<file path="config.mk">
export PLATFORM = sky130hd
export DESIGN_NAME = lcd_debug_source_flat
export DESIGN_NICKNAME = d
export VERILOG_FILES = /design/src/rtl/lcd_debug_source_if.sv /design/src/rtl/lcd_debug_source.sv /design/src/flat_wrapper.sv
export SDC_FILE = /design/constraint.sdc
export NUM_CORES = 1
export LEC_CHECK = 0
export ABC_AREA = 1
export ABC_CLOCK_PERIOD_IN_PS = 2000
export CORE_MARGIN = 3
export CORE_UTILIZATION = 53
export DETAILED_ROUTE_END_ITERATION = 8
export PLACE_DENSITY = 0.77
export SLEW_MARGIN = 20
export SYNTH_ARGS = -nofsm -noshare
export SYNTH_HDL_FRONTEND = slang
export SYNTH_SLANG_ARGS = --single-unit
</file>
<file path="constraint.sdc">
create_clock -name qzt_clk -period 2 [get_ports qzt_clk]
set_clock_uncertainty 0.1 [all_clocks]
set_input_delay 0.2 -clock qzt_clk [delete_from_list [all_inputs] [get_ports qzt_clk]]
set_output_delay 0.2 -clock qzt_clk [all_outputs]
set_load 0.01 [all_outputs]
</file>
<file path="src/rtl/lcd_debug_source_if.sv">
// rtl/lcd_debug_source_if.sv - memory debug read port bundle (req/ack reads)
interface lcd_debug_source_if;
  logic [7:0] mem_addr;
  logic       mem_rd_req;
  logic       mem_rd_ack;
  logic [7:0] mem_rd_data;

  modport master (output mem_addr, output mem_rd_req, input mem_rd_ack, input mem_rd_data);
  modport slave  (input mem_addr, input mem_rd_req, output mem_rd_ack, output mem_rd_data);
endinterface

</file>
<file path="src/rtl/lcd_debug_source.sv">
// rtl/lcd_debug_source.sv - LCD debug feeder: button browse, RAM reads, CPU pass-through (optional AUTO_REPEAT_EN)
module lcd_debug_source #(
  parameter int DEBOUNCE_BITS = 16,
  parameter int REFRESH_BITS  = 20,
  parameter int RD_TIMEOUT    = 255
) (
  input  logic                qzt_clk,
  input  logic                reset,
  input  logic                btn_up,
  input  logic                btn_down,
  input  logic                btn_mode,
  input  logic [7:0]          cpu_pc,
  input  logic [7:0]          cpu_acc,
  lcd_debug_source_if.master  mem,
  output logic [7:0]          addr_out,
  output logic [7:0]          data_out,
  output logic                switch_flag,
  output logic                rd_timeout
);

  localparam int TO_W = (RD_TIMEOUT < 2) ? 1 : $clog2(RD_TIMEOUT + 1);
  localparam int B_UP = 0, B_DN = 1, B_MODE = 2;

  typedef enum logic [1:0] {S_IDLE, S_REQ, S_WAIT} state_t;

  logic [2:0]               sync1_q, sync2_q, stable_q, press_q;
  logic [DEBOUNCE_BITS-1:0] db_cnt_q [3];
  logic                     switch_q, trig_q, pend_q, req_q, rd_to_q;
  logic [7:0]               browse_q, mem_addr_q, addr_out_q, data_out_q;
  logic [REFRESH_BITS-1:0]  ref_cnt_q;
  logic [TO_W-1:0]          to_cnt_q;
  state_t                   state_q;
  logic                     rpt_up, rpt_down, step_up, step_down, mode_rise;

  // Two-flop synchronizers for the raw asynchronous buttons
  always_ff @(posedge qzt_clk) begin
    if (reset) begin
      sync1_q <= '0;
      sync2_q <= '0;
    end else begin
      sync1_q <= {btn_mode, btn_down, btn_up};
      sync2_q <= sync1_q;
    end
  end

  // Debounce: counter runs while the input disagrees with the accepted level
  always_ff @(posedge qzt_clk) begin
    if (reset) begin
      stable_q <= '0;
      press_q  <= '0;
      for (int i = 0; i < 3; i++) db_cnt_q[i] <= '0;
    end else begin
      for (int i = 0; i < 3; i++) begin
        press_q[i] <= 1'b0;
        if (sync2_q[i] == stable_q[i]) begin
          db_cnt_q[i] <= '0;
        end else if (&db_cnt_q[i]) begin
          stable_q[i] <= sync2_q[i];
          db_cnt_q[i] <= '0;
          press_q[i]  <= sync2_q[i];
        end else begin
          db_cnt_q[i] <= db_cnt_q[i] + 1'b1;
        end
      end
    end
  end

`ifdef AUTO_REPEAT_EN
  logic [DEBOUNCE_BITS+2:0] rpt_cnt_q;
  logic                     rpt_armed_q, rpt_q, held;

  assign held = switch_q & (stable_q[B_UP] ^ stable_q[B_DN]);

  // Auto-repeat: long initial delay, then a faster step cadence while held
  always_ff @(posedge qzt_clk) begin
    if (reset || !held) begin
      rpt_cnt_q   <= '0;
      rpt_armed_q <= 1'b0;
      rpt_q       <= 1'b0;
    end else begin
      rpt_q <= 1'b0;
      if (!rpt_armed_q && (&rpt_cnt_q)) begin
        rpt_q       <= 1'b1;
        rpt_armed_q <= 1'b1;
        rpt_cnt_q   <= '0;
      end else if (rpt_armed_q && (&rpt_cnt_q[DEBOUNCE_BITS:0])) begin
        rpt_q     <= 1'b1;
        rpt_cnt_q <= '0;
      end else begin
        rpt_cnt_q <= rpt_cnt_q + 1'b1;
      end
    end
  end

  assign rpt_up   = rpt_q & stable_q[B_UP] & ~stable_q[B_DN];
  assign rpt_down = rpt_q & stable_q[B_DN] & ~stable_q[B_UP];
`else
  assign rpt_up   = 1'b0;
  assign rpt_down = 1'b0;
`endif

  // Simultaneous up and down presses cancel; browsing only counts in RAM mode
  assign step_up   = switch_q & ((press_q[B_UP] & ~press_q[B_DN]) | rpt_up);
  assign step_down = switch_q & ((press_q[B_DN] & ~press_q[B_UP]) | rpt_down);
  assign mode_rise = press_q[B_MODE] & ~switch_q;

  // Mode flag, browse address, refresh timer and the collapsed read trigger
  always_ff @(posedge qzt_clk) begin
    if (reset) begin
      switch_q  <= 1'b0;
      browse_q  <= '0;
      ref_cnt_q <= '0;
      trig_q    <= 1'b0;
    end else begin
      ref_cnt_q <= ref_cnt_q + 1'b1;
      trig_q    <= mode_rise | step_up | step_down | (switch_q & (&ref_cnt_q));
      if (press_q[B_MODE]) switch_q <= ~switch_q;
      if (step_up)        browse_q <= browse_q + 8'd1;
      else if (step_down) browse_q <= browse_q - 8'd1;
    end
  end

  // Read FSM with registered request and LCD output latches
  always_ff @(posedge qzt_clk) begin
    if (reset) begin
      state_q    <= S_IDLE;
      mem_addr_q <= '0;
      req_q      <= 1'b0;
      to_cnt_q   <= '0;
      pend_q     <= 1'b0;
      addr_out_q <= '0;
      data_out_q <= '0;
      rd_to_q    <= 1'b0;
    end else begin
      if (!switch_q) begin
        addr_out_q <= cpu_pc;
        data_out_q <= cpu_acc;
      end
      case (state_q)
        S_IDLE: begin
          if (switch_q && (trig_q || pend_q)) begin
            mem_addr_q <= browse_q;
            pend_q     <= 1'b0;
            state_q    <= S_REQ;
          end
        end
        S_REQ: begin
          if (trig_q) pend_q <= 1'b1;
          req_q    <= 1'b1;
          to_cnt_q <= '0;
          state_q  <= S_WAIT;
        end
        S_WAIT: begin
          if (trig_q) pend_q <= 1'b1;
          if (mem.mem_rd_ack) begin
            if (switch_q) begin
              addr_out_q <= mem_addr_q;
              data_out_q <= mem.mem_rd_data;
              rd_to_q    <= 1'b0;
            end
            req_q   <= 1'b0;
            state_q <= S_IDLE;
          end else if (to_cnt_q == TO_W'(RD_TIMEOUT - 1)) begin
            if (switch_q) begin
              addr_out_q <= mem_addr_q;
              data_out_q <= 8'hFF;
              rd_to_q    <= 1'b1;
            end
            req_q   <= 1'b0;
            state_q <= S_IDLE;
          end else begin
            to_cnt_q <= to_cnt_q + 1'b1;
          end
        end
        default: state_q <= S_IDLE;
      endcase
      if (!switch_q) pend_q <= 1'b0;
    end
  end

  assign mem.mem_addr   = mem_addr_q;
  assign mem.mem_rd_req = req_q;
  assign addr_out       = addr_out_q;
  assign data_out       = data_out_q;
  assign switch_flag    = switch_q;
  assign rd_timeout     = rd_to_q;

endmodule
</file>
<file path="src/flat_wrapper.sv">
// flat-port wrapper written by rule: the top's interface ports become plain ports
module lcd_debug_source_flat 
#(
  parameter int DEBOUNCE_BITS = 16,
  parameter int REFRESH_BITS  = 20,
  parameter int RD_TIMEOUT    = 255
)
  (qzt_clk, reset, btn_up, btn_down, btn_mode, cpu_pc, cpu_acc, addr_out, data_out, switch_flag, rd_timeout, mem_mem_addr, mem_mem_rd_req, mem_mem_rd_ack, mem_mem_rd_data);
  lcd_debug_source_if mem_i ();
  input  logic qzt_clk;
  input  logic reset;
  input  logic btn_up;
  input  logic btn_down;
  input  logic btn_mode;
  input  logic [7:0] cpu_pc;
  input  logic [7:0] cpu_acc;
  output logic [7:0] addr_out;
  output logic [7:0] data_out;
  output logic switch_flag;
  output logic rd_timeout;
  output wire logic [$bits(mem_i.mem_addr)-1:0] mem_mem_addr;
  output wire logic [$bits(mem_i.mem_rd_req)-1:0] mem_mem_rd_req;
  input wire logic [$bits(mem_i.mem_rd_ack)-1:0] mem_mem_rd_ack;
  input wire logic [$bits(mem_i.mem_rd_data)-1:0] mem_mem_rd_data;
  assign mem_mem_addr = mem_i.mem_addr;
  assign mem_mem_rd_req = mem_i.mem_rd_req;
  assign mem_i.mem_rd_ack = mem_mem_rd_ack;
  assign mem_i.mem_rd_data = mem_mem_rd_data;
  lcd_debug_source #(.DEBOUNCE_BITS(DEBOUNCE_BITS), .REFRESH_BITS(REFRESH_BITS), .RD_TIMEOUT(RD_TIMEOUT)) u_core (.qzt_clk(qzt_clk), .reset(reset), .btn_up(btn_up), .btn_down(btn_down), .btn_mode(btn_mode), .cpu_pc(cpu_pc), .cpu_acc(cpu_acc), .mem(mem_i), .addr_out(addr_out), .data_out(data_out), .switch_flag(switch_flag), .rd_timeout(rd_timeout));
endmodule
</file>
# Word-level counts from Yosys, hierarchy flattened
# Memories as Yosys holds them, arrays and structs flattened.
# Cells that the tools add are included.
op_classes:
  add_sub_neg: 7
  n_mux: 74
  bitwise_logic: 27
  reduce_logical: 25
  n_eq_ne: 11
op_table:
  columns: ["operator", "n"]
  rows:
  - ["$mux W16", 9]
  - ["$mux W8", 15]
  - ["$reduce_and A17 Y1", 3]
  - ["$add A16 B1 Y16 const B", 3]
  - ["$reduce_and A16 Y1", 3]
  - ["$mux W1", 43]
  - ["$add A20 B1 Y20 const B", 1]
  - ["$reduce_and A20 Y1", 1]
  - ["$add A8 B1 Y8 const B", 2]
  - ["$pmux W8 S2", 1]
  - ["$or A1 B1 Y1", 12]
  - ["$not A1 Y1", 9]
  - ["$reduce_and A3 Y1", 3]
  - ["$reduce_or A3 Y1", 3]
  - ["$eq A8 B8 Y1 const B", 1]
  - ["$reduce_bool A2 Y1", 4]
  - ["$sub A8 B1 Y8 const B", 1]
  - ["$and A1 B1 Y1", 6]
  - ["$mux W2", 3]
  - ["$pmux W2 S3", 1]
  - ["$reduce_and A2 Y1", 3]
  - ["$ne A2 B1 Y1 const B", 2]
  - ["$ne A2 B2 Y1 const B", 2]
  - ["$pmux W1 S2", 2]
  - ["8 further kinds", 11]
totals:
  word_cells: 165
  in_bits: 30
  regBits: 79
  ramBits: 48
  n_memories: 1
memory_table:
  columns: ["name", "words", "width", "rd", "rd_clocked_by_memory_dff", "wr", "line", "rtl"]
  rows:
  - ["u_core.db_cnt_q", 3, 16, 3, 0, 3, "lcd_debug_source.sv:27", "logic [DEBOUNCE_BITS-1:0] db_cnt_q [3];"]

# Logic depth before layout (Yosys ltp)
# Gate-level depths: netlist (run 1).
# An unclocked memory read counts as a cell.
logic_depth:
  word_depth: 8
  ltp_mapped: 13
  mapped_depth_nobuf: 13

# Worst setup path after synthesis (run 1)
# OpenSTA, ideal clock, no wires.
synth_path:
  kind: "register -> register"
  startpoint: "reg u_core.switch_q, in the netlist u_core.switch_flag"
  endpoint: "reg u_core.browse_q[7]"
  path_stages_with_launch: 9
  arrival_time_ns: 1.756
  setup_ns: 0.115
  setup_slack_ns: 0.029
  required_time_ns: 1.785
  path_cell_list: "dfxtp_1 -> buf_4 -> nand3_1 -> ha_1 -> or2_2 -> nand3_1 -> nand3_1 -> a21oi_1 -> nor2_1"
synth_via:
  elab_chain_len: 2
  elab_cells_between_ends: 4
  classes_between: "mux (1); bitwise (2); reduce/logical (1)"
synth_rtl:
  columns: ["item", "line", "rtl"]
  rows:
  - ["start, declared", "lcd_debug_source.sv:28", "logic switch_q, trig_q, pend_q, req_q, rd_to_q;"]
  - ["start signal, assigned", "lcd_debug_source.sv:117", "if (press_q[B_MODE]) switch_q <= ~switch_q;"]
  - ["$and A1 B1 Y1 (on tied branches)", "lcd_debug_source.sv:103, lcd_debug_source.sv:104", null]
  - ["$mux W8 or $reduce_bool A2 Y1 (tied branches)", null, null]
  - ["end signal, assigned", "lcd_debug_source.sv:118", "if (step_up) browse_q <= browse_q + 8'd1;"]
  - ["end signal, assigned", "lcd_debug_source.sv:119", "else if (step_down) browse_q <= browse_q - 8'd1;"]
  - ["end, declared", "lcd_debug_source.sv:29", "logic [7:0] browse_q, mem_addr_q, addr_out_q, data_out_q;"]
# Several ways; a longest one is shown, not always the timed one.
# A chain may end at the register's enable or synchronous reset.

# Final worst setup path (run 1)
layout_path:
  startpoint: "reg u_core.switch_q, in the netlist u_core.switch_flag"
  endpoint: "out switch_flag"
layout_lines:
  columns: ["item", "line", "rtl"]
  rows:
  - ["end, declared", "flat_wrapper.sv:19", "output logic switch_flag;"]
# No word-level cell between the ends.

==> run metrics, run 1 <==
status completed; row count 40; Fillers 987; R2R setup slack 0.14 ns; max-cap violations 0; Worst Path Max Fanout 24; CTS tree done; vias in the first global route 5,144; Worst-path clk slew 0.05 ns; net switching power 1330 uW; initial antenna violation count 1; crit-path cells buf_8, clkdlybuf4s50_1; clock latency on the worst-skew pair 0.42 ns; Sink Count 127; cts bufs inserted 17; Worst EP arrival 1.64 ns; setup ws final 0.0554 ns; overall power 6320 uW; Gate Count Post-Synth 899; Final Hold Viols 0; die height 118 microns; HP Start btn_up; WHS 0.212 ns; Final #Nets 1,057; Tot GR Track Use 19.6%; setup_tns 0 ns; Avg WL per Cell 11.1 microns; startpoint types register; HP Class primary input to register; sequential-to-total area share from yosys stat 45.3%; Initial Util 54.8%; fmax 514 MHz; Routed WL 13.3 mm; final setup fails 0; met2 Track Usage GR 31.9%; placed cells 1,158; Post-Layout Cell Count 1,191; Reg power frac 44.6%; H-tree depth 4; initial detailed-routing violation count 399; first-pass GRT wire length 22.7 mm; Worst Setup End Kind output port; die area 14,000 sq um; Syn Area/Cell 7.42 sq um; worst r2r src u_core.switch_flag; Max clock buf depth 2; commonest non-fill, non-tap cell in the layout nand2_1; met1 usage in global routing 24.8%; cell area power density 770 nW/um^2; crit path time final 1.94 ns; Core Footprint 12,200 sq um; pin count of the biggest net entering global routing 41; diode count 0; predominant post-synthesis flop cell dfxtp_1; boundary pin count 57; VDD IR-drop max 0.460 mV; 1st-pass router iterations 5; Die Wd 118 microns; most used routing layer met2; Root Driver clkbuf_16; global route overflow 0; post-synthesis to final-layout area growth 23.1%; clock power share 50.1%; Async SR Flop Fraction 0%; mapped cell area 6670 sq um; Worst Hold Depth 3; #FFs+latches synth 127; share of post-route cells with drive strength above 1 7.43%; WS Path Type register to output port; Cell variety after synth 36; total setup buffers inserted after CTS 0; PortBufs 56; vias per inst 4.82; remaining antenna violation count 0; Pint 4990 uW; slowest cell on the critical path clkdlybuf4s50_1; Crit Reg-Reg Endpoint u_core.browse_q[7]; CP required 1.70 ns; Leakage 0.00340 uW; DRC Markers 0; GR Util met3 5.07%; max-slew violations 0; number of enable flip-flop cells after synthesis 48; Largest stage delay, worst path 0.59 ns; routed vias 5,743; YS warnings 0; Reg2Reg Depth 7; detailed placer's ending HPWL 9.50 mm; most frequent cells in the layout nand2_1 (209), nor2_1 (137), inv_1 (118); RSZ-0062 raised after global routing no; Final GP Congestion 0.861; Logic pwr share 5.3%; final worst path period share 97.2%; Place WS -0.00249 ns; Worst Hold End u_core.sync1_q[0]; Sw Share 21.1%
## synth_stat cells, types with 3 or more instances
library cell | count | area (sq um)
nand3b_1 | 3 | 22.5
edfxtp_1 | 48 | 1440
nor2_1 | 137 | 514
or2_0 | 4 | 25.0
nand3_2 | 4 | 40.0
inv_2 | 6 | 22.5
buf_2 | 3 | 15.0
buf_6 | 3 | 33.8
dfxtp_1 | 79 | 1580
nor2_2 | 7 | 43.8
nand2_1 | 209 | 785
nor2_4 | 5 | 56.3
o21ai_1 | 6 | 30.0
o21ai_0 | 27 | 135
a21oi_1 | 73 | 365
xnor2_1 | 6 | 52.6
ha_1 | 16 | 200
inv_1 | 118 | 443
nor3_1 | 25 | 125
xor2_1 | 16 | 140
clkbuf_1 | 9 | 33.8
nand2_2 | 9 | 56.3
nand4_1 | 18 | 113
nand3_1 | 51 | 255
## state kept, by name, indices dropped and copies added, names as in the netlist
signal / flops
u_core.ref_cnt_q: 20
u_core.to_cnt_q: 8
u_core.mem.mem_addr: 8
u_core.addr_out: 8
u_core.trig_q: 1
u_core.db_cnt_q: 48
u_core.rd_timeout: 1
u_core.mem.mem_rd_req: 1
u_core.state_q: 2
u_core.sync2_q: 3
u_core.sync1_q: 3
u_core.stable_q: 3
u_core.press_q: 3
u_core.switch_flag: 1
u_core.data_out: 8
u_core.browse_q: 8
u_core.pend_q: 1
## power groups by stage
stage / sequential, uW / combinational (uW) / clock (uW)
2_1_floorplan: 2870 / 191 / 0
3_3_place_gp: 2870 / 331 / 0
3_5_place_dp: 2870 / 333 / 0
4_1_cts: 2820 / 337 / 3230
5_1_grt: 2820 / 382 / 3340
6_report: 2820 / 337 / 3170
## worst max-delay path, delay by kind of cell, from the launching register on
kind,cells,cell delay (ns)
buffers and inverters,2,0.81
flip-flops,1,0.41
## routing by layer
layer / vias to the layer above / part of all wire [%]
met5: - / 0.098
met4: 2 / 1.5
met3: 17 / 4.8
met2: 106 / 46
met1: 2548 / 48
li1: 3070 / -
## repair_timing
action,4_1_cts,5_1_grt
resized for setup,2,2
endpoints found under the setup margin,1,1
cloned,0,0
endpoints found under the hold margin,4,0
hold buffers,1,0
## cell families (layout without fill, tap and decap cells)
logic type,count (synthesis),in the layout,synth area share [%]
flops,127,127,45.3
fa+ha+maj,17,17,3.30
other cells,1,48,0.0562
simple gates,479,479,31.4
xor+xnor,22,22,2.89
buf+inv,143,220,8.56
compound gates,110,110,8.42
## layout make-up
class / count / area [sq um] / share of cell area, %
Sequential cell: 127 / 3020 / 36.8
Clock inverter: 8 / 96.3 / 1.17
Tap cell: 168 / 210 / 2.56
Timing Repair Buffer: 64 / 626 / 7.62
Clock buffer: 24 / 524 / 6.39
Multi-Input combinational cell: 676 / 3260 / 39.8
Inverter: 124 / 465 / 5.67
## per-stage QoR
step | cell area, sq um | utilization [%]
global route | 8210 | 67.5
finish | 8210 | 67.5
CTS | 8200 | 67.4
floorplan | 6850 | -
detailed placement | 7560 | 62.2
global placement | 7560 | 62.2
## worst max-delay path by stage
stage | endpoint | start | cells past startpoint
after floorplan | u_core.browse_q[7] | u_core.switch_flag | 8
after global placement | u_core.browse_q[7] | u_core.press_q[1] | 8
after detailed placement | u_core.browse_q[7] | u_core.press_q[1] | 8
after CTS | switch_flag | u_core.switch_flag | 2
after global routing | switch_flag | u_core.switch_flag | 2
final | switch_flag | u_core.switch_flag | 2
Power figures use the tool's default switching activity.
==> run 2: changes to the inputs <==
--- a/config.mk
+++ b/config.mk
@@ -6,11 +6,11 @@
 export NUM_CORES = 1
 export LEC_CHECK = 0
 export ABC_AREA = 1
-export ABC_CLOCK_PERIOD_IN_PS = 2000
+export ABC_CLOCK_PERIOD_IN_PS = 1950
 export CORE_MARGIN = 3
-export CORE_UTILIZATION = 53
+export CORE_UTILIZATION = 58
 export DETAILED_ROUTE_END_ITERATION = 8
-export PLACE_DENSITY = 0.77
+export PLACE_DENSITY = 0.8
 export SLEW_MARGIN = 20
 export SYNTH_ARGS = -nofsm -noshare
 export SYNTH_HDL_FRONTEND = slang
==> constraint.sdc (replaced) <==
create_clock -name qzt_clk -period 1.95 [get_ports qzt_clk]
set_clock_uncertainty 0.1 [all_clocks]
set_input_delay 0.195 -clock qzt_clk [delete_from_list [all_inputs] [get_ports qzt_clk]]
set_output_delay 0.195 -clock qzt_clk [all_outputs]
set_load 0.01 [all_outputs]
==> run 2 against run 1 <==
Against the previous run: die area decreased by 8.2%; critical endpoint unchanged; final cell count decreased by 2.2%; clock-buffer cell count down 2; critical path depth unchanged; register-to-register slack got worse by 0.07 ns; wire length is 4.3% higher; utilization increased by 7.3 points; worst hold slack worse by 0.10 ns; combinational power up 6%; via count up 2.1%.
==> run metrics, run 2 (synthesized netlist as in run 1, its figures left out) <==
status completed; WHS 0.112 ns; Worst-path clk slew 0.05 ns; share of post-route cells with drive strength above 1 8.78%; pin count of the biggest net entering global routing 34; initial antenna violation count 0; HP Class primary input to register; Worst EP arrival 1.59 ns; H-tree depth 4; max-slew violations 0; crit path time final 1.89 ns; Reg with most FFs u_core.db_cnt_q; global route overflow 0; PortBufs 56; Final #Nets 1,059; vias per inst 5.03; Post-Layout Cell Count 1,165; final worst path period share 96.9%; boundary pin count 57; Final Hold Viols 0; vias in the first global route 5,501; Sink Count 127; fmax 529 MHz; Max clock buf depth 2; Leakage 0.00340 uW; max reg flops 48; detailed placer's ending HPWL 9.72 mm; DRC Markers 0; row count 38; most frequent cells in the layout nand2_1 (209), nor2_1 (136), inv_1 (118); placed cells 1,133; Final GP Congestion 0.897; Tot GR Track Use 22.7%; die area 12,800 sq um; Initial Util 60.5%; post-synthesis to final-layout area growth 23.6%; biggest regs u_core.db_cnt_q x48, u_core.ref_cnt_q x20; Worst Path Max Fanout 24; remaining antenna violation count 0; CTS tree done; Routed WL 13.8 mm; startpoint types register; Root Driver clkbuf_16; routed vias 5,862; Die Wd 113 microns; 1st-pass router iterations 8; Avg WL per Cell 11.9 microns; cell area power density 765 nW/um^2; Worst Setup End Kind output port; CP required 1.65 ns; hold buffer count at cts 0; commonest non-fill, non-tap cell in the layout nand2_1; clock latency on the worst-skew pair 0.41 ns; die height 113 microns; Core Footprint 11,000 sq um; first-pass GRT wire length 23.8 mm; final setup fails 0; max-cap violations 0; cts bufs inserted 17; WS Path Type register to output port; VDD IR-drop max 0.760 mV; diode count 0; initial detailed-routing violation count 469
## run 2: per-stage QoR
stage | util (%) | worst slack (ns) | setup TNS [ns] | power [uW] | instance area, sq um
global placement | 68.6 | 0.132 | 0 | 3290 | 7560
global route | 74.8 | -0.0189 | -0.0224 | 6540 | 8250
floorplan | - | 0.0700 | 0 | 3140 | 6850
CTS | 73.9 | 0.0409 | 0 | 6350 | 8150
finish | 74.8 | 0.0610 | 0 | 6310 | 8250
detailed placement | 68.6 | 0.0663 | 0 | 3290 | 7560
## run 2: critical path, stage by stage, from the launching register on
cell and delay, ns:
dfxtp_1 0.40, buf_8 0.21, clkdlybuf4s50_1 0.56
## run 2: power breakdown
group	switching [uW]	total, uW	internal (uW)
registers	58.5	2890	2830
logic	195	356	161
clock network	1120	3070	1950
## run 2: final timing paths
path / start / endpoint / slack (ns) / depth (start not counted)
worst max-delay path: u_core.switch_flag / switch_flag / 0.06 / 2
worst min-delay path: reset / u_core.press_q[1] / 0.11 / 4
worst max register to register: u_core.press_q[1] / u_core.browse_q[7] / 0.07 / 8
worst min register to register: u_core.sync1_q[0] / u_core.sync2_q[0] / 0.30 / 2
## run 2: layout make-up
class                           count  area (sq um)
Timing Repair Buffer               66           651
Inverter                          124           465
Multi-Input combinational cell    676          3340
Clock inverter                     10          81.3
Sequential cell                   127          3020
Tap cell                          140           175
Fill cell                         858          2790
Clock buffer                       22           505
## run 2: timing repair
| action | in CTS | in global routing |
|---|---|---|
| setup endpoints to repair | 1 | 25 |
| gates resized for setup | 1 | 13 |
| setup buffers | 0 | 0 |
| endpoints found under the hold margin | 0 | 0 |
## run 2: routing by layer
layer	up-vias	routed length, microns	global-route usage, %
met4	0	191	6.89
met5	-	0	0
li1	3060	-	-
met1	2638	6440	28.2
met2	142	6400	38.6
met3	22	806	5.99
